===== config.mk =====
export PLATFORM = sky130hd
export DESIGN_NAME = store_buffer
export DESIGN_NICKNAME = d
export VERILOG_FILES = /design/src/rtl/store_buffer_pkg.sv /design/src/rtl/sb_fwd_match.sv /design/src/rtl/store_buffer.sv
export SDC_FILE = /design/constraint.sdc
export NUM_CORES = 1
export LEC_CHECK = 0
export CAP_MARGIN = 20
export CELL_PAD_IN_SITES_DETAIL_PLACEMENT = 2
export CELL_PAD_IN_SITES_GLOBAL_PLACEMENT = 2
export CORE_AREA = 4 4 249 251
export CTS_CLUSTER_DIAMETER = 150
export DETAILED_ROUTE_END_ITERATION = 6
export DIE_AREA = 0 0 253 255
export PLACE_DENSITY_LB_ADDON = 0.1
export SLEW_MARGIN = 40
export SYNTH_ARGS = -nofsm -noshare
export SYNTH_HDL_FRONTEND = slang
export SYNTH_HIERARCHICAL = 1
export SYNTH_SLANG_ARGS = --single-unit

===== constraint.sdc =====
create_clock -name clk -period 5.1 [get_ports clk]
set_input_delay 0.765 -clock clk [delete_from_list [all_inputs] [get_ports clk]]
set_output_delay 0.765 -clock clk [all_outputs]
set_load 0.005 [all_outputs]

===== src/rtl/store_buffer_pkg.sv =====
// Shared types and sizing for the store buffer: entry layout, default depth, word-address helpers.
package store_buffer_pkg;

  localparam int unsigned SB_DEPTH = 4;
  localparam int unsigned SB_PTR_W = 2;
  localparam int unsigned ADDR_W   = 32;
  localparam int unsigned DATA_W   = 32;
  localparam int unsigned WORD_W   = 30;

  typedef struct packed {
    logic [WORD_W-1:0] word_addr;
    logic [DATA_W-1:0] data;
    logic [ADDR_W-1:0] pc;
  } sb_entry_t;

  // Word address of a byte address (byte offset bits dropped).
  function automatic logic [WORD_W-1:0] word_of(input logic [ADDR_W-1:0] addr);
    return addr[ADDR_W-1:2];
  endfunction

  // Byte address of a word address.
  function automatic logic [ADDR_W-1:0] byte_of(input logic [WORD_W-1:0] word);
    return {word, 2'b00};
  endfunction

endpackage


===== src/rtl/sb_fwd_match.sv =====
// Combinational load-forwarding lookup: scans valid entries oldest to youngest so the
// youngest matching store wins.
module sb_fwd_match
  import store_buffer_pkg::*;
#(
  parameter int unsigned DEPTH = SB_DEPTH,
  parameter int unsigned PTR_W = SB_PTR_W
) (
  input  sb_entry_t         entries [DEPTH],
  input  logic [PTR_W-1:0]  head,
  input  logic [PTR_W:0]    count,
  input  logic [WORD_W-1:0] ld_word,
  output logic              hit,
  output logic [DATA_W-1:0] data
);

  localparam int unsigned CNT_W = PTR_W + 1;

  logic [PTR_W-1:0] idx;
  logic             unused_pc;

  // Later (younger) matches overwrite earlier ones.
  always_comb begin
    hit  = 1'b0;
    data = '0;
    idx  = '0;
    for (int unsigned i = 0; i < DEPTH; i++) begin
      idx = head + PTR_W'(i);
      if ((CNT_W'(i) < count) && (entries[idx].word_addr == ld_word)) begin
        hit  = 1'b1;
        data = entries[idx].data;
      end
    end
  end

  // PC field travels with the entry but plays no part in matching.
  always_comb begin
    unused_pc = 1'b0;
    for (int unsigned i = 0; i < DEPTH; i++) begin
      unused_pc = unused_pc ^ (^entries[i].pc);
    end
  end

endmodule


===== src/rtl/store_buffer.sv =====
// Word-granular store buffer: queues CPU stores, drains them in order to DM when the port
// is free, and forwards the youngest pending store to matching loads.
module store_buffer
  import store_buffer_pkg::*;
#(
  parameter int unsigned DEPTH = SB_DEPTH,
  parameter int unsigned PTR_W = SB_PTR_W
) (
  input  logic        clk,
  input  logic        reset,
  input  logic        st_valid,
  input  logic [31:0] st_addr,
  input  logic [31:0] st_data,
  input  logic [31:0] st_pc,
  input  logic        ld_valid,
  input  logic [31:0] ld_addr,
  output logic        stall,
  output logic [31:0] ld_data,
  output logic        fwd_hit,
  output logic        empty,
  output logic        dm_wr,
  output logic [31:0] dm_addr,
  output logic [31:0] dm_wd,
  output logic [31:0] dm_pc,
  input  logic [31:0] dm_rdata
);

  localparam int unsigned CNT_W = PTR_W + 1;

  sb_entry_t          entries [DEPTH];
  logic [PTR_W-1:0]   head;
  logic [PTR_W-1:0]   tail;
  logic [CNT_W-1:0]   count;

  logic               full;
  logic               drain;
  logic               accept;
  logic               match_hit;
  logic [DATA_W-1:0]  match_data;
  logic               unused_st_offset;

  // Loads own the DM port; a full buffer still accepts when its head drains this cycle.
  assign full    = (count == CNT_W'(DEPTH));
  assign drain   = (count != '0) & ~ld_valid;
  assign accept  = st_valid & (~full | drain);
  assign stall   = st_valid & ~accept;
  assign empty   = (count == '0);

  assign dm_wr   = drain;
  assign dm_addr = ld_valid ? ld_addr : byte_of(entries[head].word_addr);
  assign dm_wd   = entries[head].data;
  assign dm_pc   = entries[head].pc;

  assign unused_st_offset = ^st_addr[1:0];

  sb_fwd_match #(
    .DEPTH (DEPTH),
    .PTR_W (PTR_W)
  ) u_fwd (
    .entries (entries),
    .head    (head),
    .count   (count),
    .ld_word (word_of(ld_addr)),
    .hit     (match_hit),
    .data    (match_data)
  );

  assign fwd_hit = ld_valid & match_hit;
  assign ld_data = fwd_hit ? match_data : dm_rdata;

  // Pointer and occupancy state; reset discards everything pending.
  always_ff @(posedge clk or posedge reset) begin
    if (reset) begin
      head  <= '0;
      tail  <= '0;
      count <= '0;
    end else begin
      if (accept) tail <= tail + PTR_W'(1);
      if (drain)  head <= head + PTR_W'(1);
      count <= count + CNT_W'(accept) - CNT_W'(drain);
    end
  end

  // Entry payload needs no reset: only slots inside [head, head+count) are ever observed.
  always_ff @(posedge clk) begin
    if (accept) begin
      entries[tail] <= '{word_addr: word_of(st_addr), data: st_data, pc: st_pc};
    end
  end

endmodule


==> summary.md <==
| Metric | Value |
|---|---|
| Fillers | 5605 |
| CP endpoint kind | output pin |
| Clock Path Buffers | 3 |
| Row count | 90 |
| Synth Warn # | 6 |
| IO Port Bufs | 293 |
| Min Hold Slack | 452.0 ps |
| Clk pin slew, worst setup/hold paths | 60 ps |
| Status | finished, violations left |
| Initial antenna violation count | 11 |
| Grt total ovfl | 0 |
| Failing checks | negative setup slack |
| CTS tree | done |
| 1st-iter DRT viols | 964 |
| Final clock skew | 15.80 ps |
| Root buffer cell | clkbuf_16 |
| Largest net degree at the start of global routing | 85 |
| Final slew viol count | 0 |
| Top FF cell, synth | edfxtp_1 |
| Synth Area per Inst | 13.12 µm² |
| WS Path Type | flop to output pin |
| Synthesized instance count | 1758 |
| Nets | 2361 |
| Critical-path cell list | buf_12, buf_6, mux2_2, xnor2_1, nor4_1, nand4b_1, a221o_1, or3_4, buf_12, buf_16, a211oi_2, a41o_1, a31o_1, mux2_2, dlygate4sd2_1 |
| Vias in the first global route | 19130 |
| Routed WL | 85430 µm |
| HPWL after DPL | 58050 µm |
| Slowest cell on crit path | dfrtp_4 |
| Crit share post-route | 106.3% |
| Post-Syn Nets | 1929 |
| EDFF count, synth | 376 |
| Ys async rst share | 1.828% |
| Yosys cell types | 78 |
| Critical Path RT | 4340 ps |
| Layout cells sized above 1 | 27.49% |
| CP Data Arrival Time | 4660 ps |
| Final cell count without fillers | 3014 |
| Max cap viols | 0 |
| Global-route wire length before repair | 124500 µm |
| Peak supply drop | 0.3558 mV |
| CP Launch Type | flop |
| Post-Place Worst Slack | -259.5 ps |
| Yosys reg bits | 383 |
| Register area share after synthesis | 49.71% |
| Cell area after synthesis | 23070 µm² |
| # IOs | 296 |
| Sink Count | 383 |
| Gr usage total | 25.38% |
| Worst Hold Class | input port to async pin |
| DP Cell Count | 2862 |
| Area of the die | 64520 µm² |
| Max Clk Rate | 0.1845 GHz |
| Final setup viols | 31 |
| Leakage power figure | 11.35 nW |
| Routed WL per cell | 28.34 µm |
| RSZ-0062 raised after global routing | true |
| CP peak stage delay | 510 ps |
| Pre-antenna DRT Iters | 4 |
| Hold Vio Cnt, Final | 0 |
| Num CTS Buffers | 44 |
| Area grow syn2layout | 33.89% |
| Worst slew margin | 38.87% |
| Via count | 17550 |
| Die width | 253 µm |
| Htree depth | 2 |
| Multi-input gate area | 11240 µm² |
| Setup TNS | -4970 ps |
| DRC | 0 |
| Routed vias/inst | 5.823 |
| Slew @ Worst Pin | 917.0 ps |
| RD Place Congestion | 0.9231 |
| CP Max Fanout | 11 |
| Tmin final | 5421 ps |
| Post-DRT Antenna Nets | 0 |
| Pwr per Cell Area | 559.3 nW/µm² |
| Clock latency on the worst-skew pair | 580 ps |
| PnR worst setup slack | -320.9 ps |
| Sequential cell area | 11470 µm² |
| Initial core utilization | 38.50% |
| Core Footprint | 59910 µm² |
| Die H | 255 µm |
==> final timing paths <==
path	startpoint	end	slack, ps	cells past startpoint
max in group asynchronous	reset	head[1]	4390	2
worst max register to register	count[1]	count[2]	2360	9
worst min register to register	tail[1]	tail[1]	600	1
worst min-delay path	reset	count[1]	450	2
min in group clk	tail[1]	tail[1]	600	1
worst max-delay path	head[1]	ld_data[29]	-320	15
==> final cells by class <==
cell class,count,share of cell area (%)
timing repair buffer,537,17.85
multi-input combinational,1174,36.40
inverter,50,0.6158
clock inverter,33,0.9967
sequential,383,37.15
antenna,6,0.04862
clock buffer,49,3.764
tap,782,3.168
==> what timing repair did <==
item                       4_1_cts  5_1_grt
buffers inserted                40       16
hold endpoints to repair         0        0
cloned                           7        4
pin swaps                       28       16
hold buffers                     0        0
setup endpoints to repair       33       32
resized for setup              156       96
==> power breakdown <==
group | total [mW] | internal, mW | switching [mW]
sequential | 4.59 | 4.17 | 0.415
clock | 3.22 | 1.90 | 1.33
combinational | 9.47 | 4.48 | 4.99
==> cell families after synthesis <==
family | count (synthesis) | share of synthesized area [%]
AOI/OAI and AO/OA | 316 | 10.65
xor gates and xnor gates | 113 | 4.291
adders and majority gates | 7 | 0.4123
buffers and inverters | 201 | 4.535
DFF | 383 | 49.71
muxes | 418 | 23.36
and+or+nand+nor | 320 | 7.046
==> synthesized netlist by cell type (5+ instances only) <==
cell type | number | area [µm²]
nor2b_1 | 61 | 381.6
a41o_1 | 18 | 180.2
a221oi_2 | 8 | 120.1
dfrtp_1 | 7 | 175.2
buf_2 | 40 | 200.2
inv_1 | 49 | 183.9
a211o_1 | 18 | 157.7
buf_1 | 17 | 63.81
nor2_1 | 62 | 232.7
o21ai_0 | 34 | 170.2
ha_1 | 6 | 75.07
o2111ai_1 | 5 | 43.79
a31o_2 | 17 | 148.9
a31oi_1 | 5 | 31.28
xnor2_1 | 85 | 744.5
clkbuf_1 | 60 | 225.2
o21ai_1 | 12 | 60.06
mux4_2 | 84 | 1892
a22oi_1 | 14 | 105.1
xor2_1 | 28 | 245.2
a21oi_1 | 30 | 150.1
nor4_1 | 11 | 68.82
nand2_1 | 89 | 334.1
mux2_2 | 70 | 788.3
nor3_1 | 20 | 100.1
buf_6 | 22 | 247.7
and3_1 | 5 | 31.28
a2111oi_0 | 7 | 61.31
a221oi_1 | 26 | 227.7
o22ai_1 | 9 | 56.30
mux2i_1 | 260 | 2603
nand4_1 | 11 | 68.82
and2_1 | 22 | 137.6
o311a_1 | 9 | 90.09
nand3_1 | 17 | 85.08
a211oi_1 | 71 | 533.0
buf_4 | 9 | 67.56
edfxtp_1 | 376 | 11290
==> state kept, by name, summed over array words and instances (netlist names) <==
signal / flops
count: 3
entries: 376
head: 2
tail: 2
==> metal layers <==
metal / track usage [%] / vias up / share of wire [%]
met2: 44.31 / 450 / 50
met1: 32.61 / 9195 / 42
met5: 0 / - / 0.085
met3: 5.436 / 112 / 5.9
met4: 5.973 / 10 / 2.4
li1: - / 7785 / -
==> cell usage in the layout (no fill, tap or decap), types with 40 or more instances in the layout <==
master and n:
edfxtp_1 376, clkdlybuf4s50_1 259, mux2i_1 224, buf_4 169, nand2_1 88, mux4_2 84, xnor2_1 80, mux2_2 64
nor2b_1 61, a211oi_1 61, nor2_1 59, inv_1 49, clkbuf_16 49, buf_12 40
==> worst max-delay path, delay by kind of cell, from the launching register on <==
family / cells / cell delay (ps)
AOI/OAI and AO/OA: 4 / 970
buffers and inverters: 5 / 920
DFF: 1 / 510
muxes: 2 / 570
and+or+nand+nor: 3 / 880
xor gates and xnor gates: 1 / 230
==> metrics by stage <==
stage / util, % / power (mW) / instance area, µm²
2_1_floorplan: - / 9.695 / 23070
3_3_place_gp: 46.36 / 12.75 / 27770
3_5_place_dp: 46.60 / 13.14 / 27920
4_1_cts: 50.76 / 16.96 / 30410
5_1_grt: 51.52 / 18.12 / 30870
6_report: 51.55 / 17.27 / 30880
(Power assumes the default switching activity.)
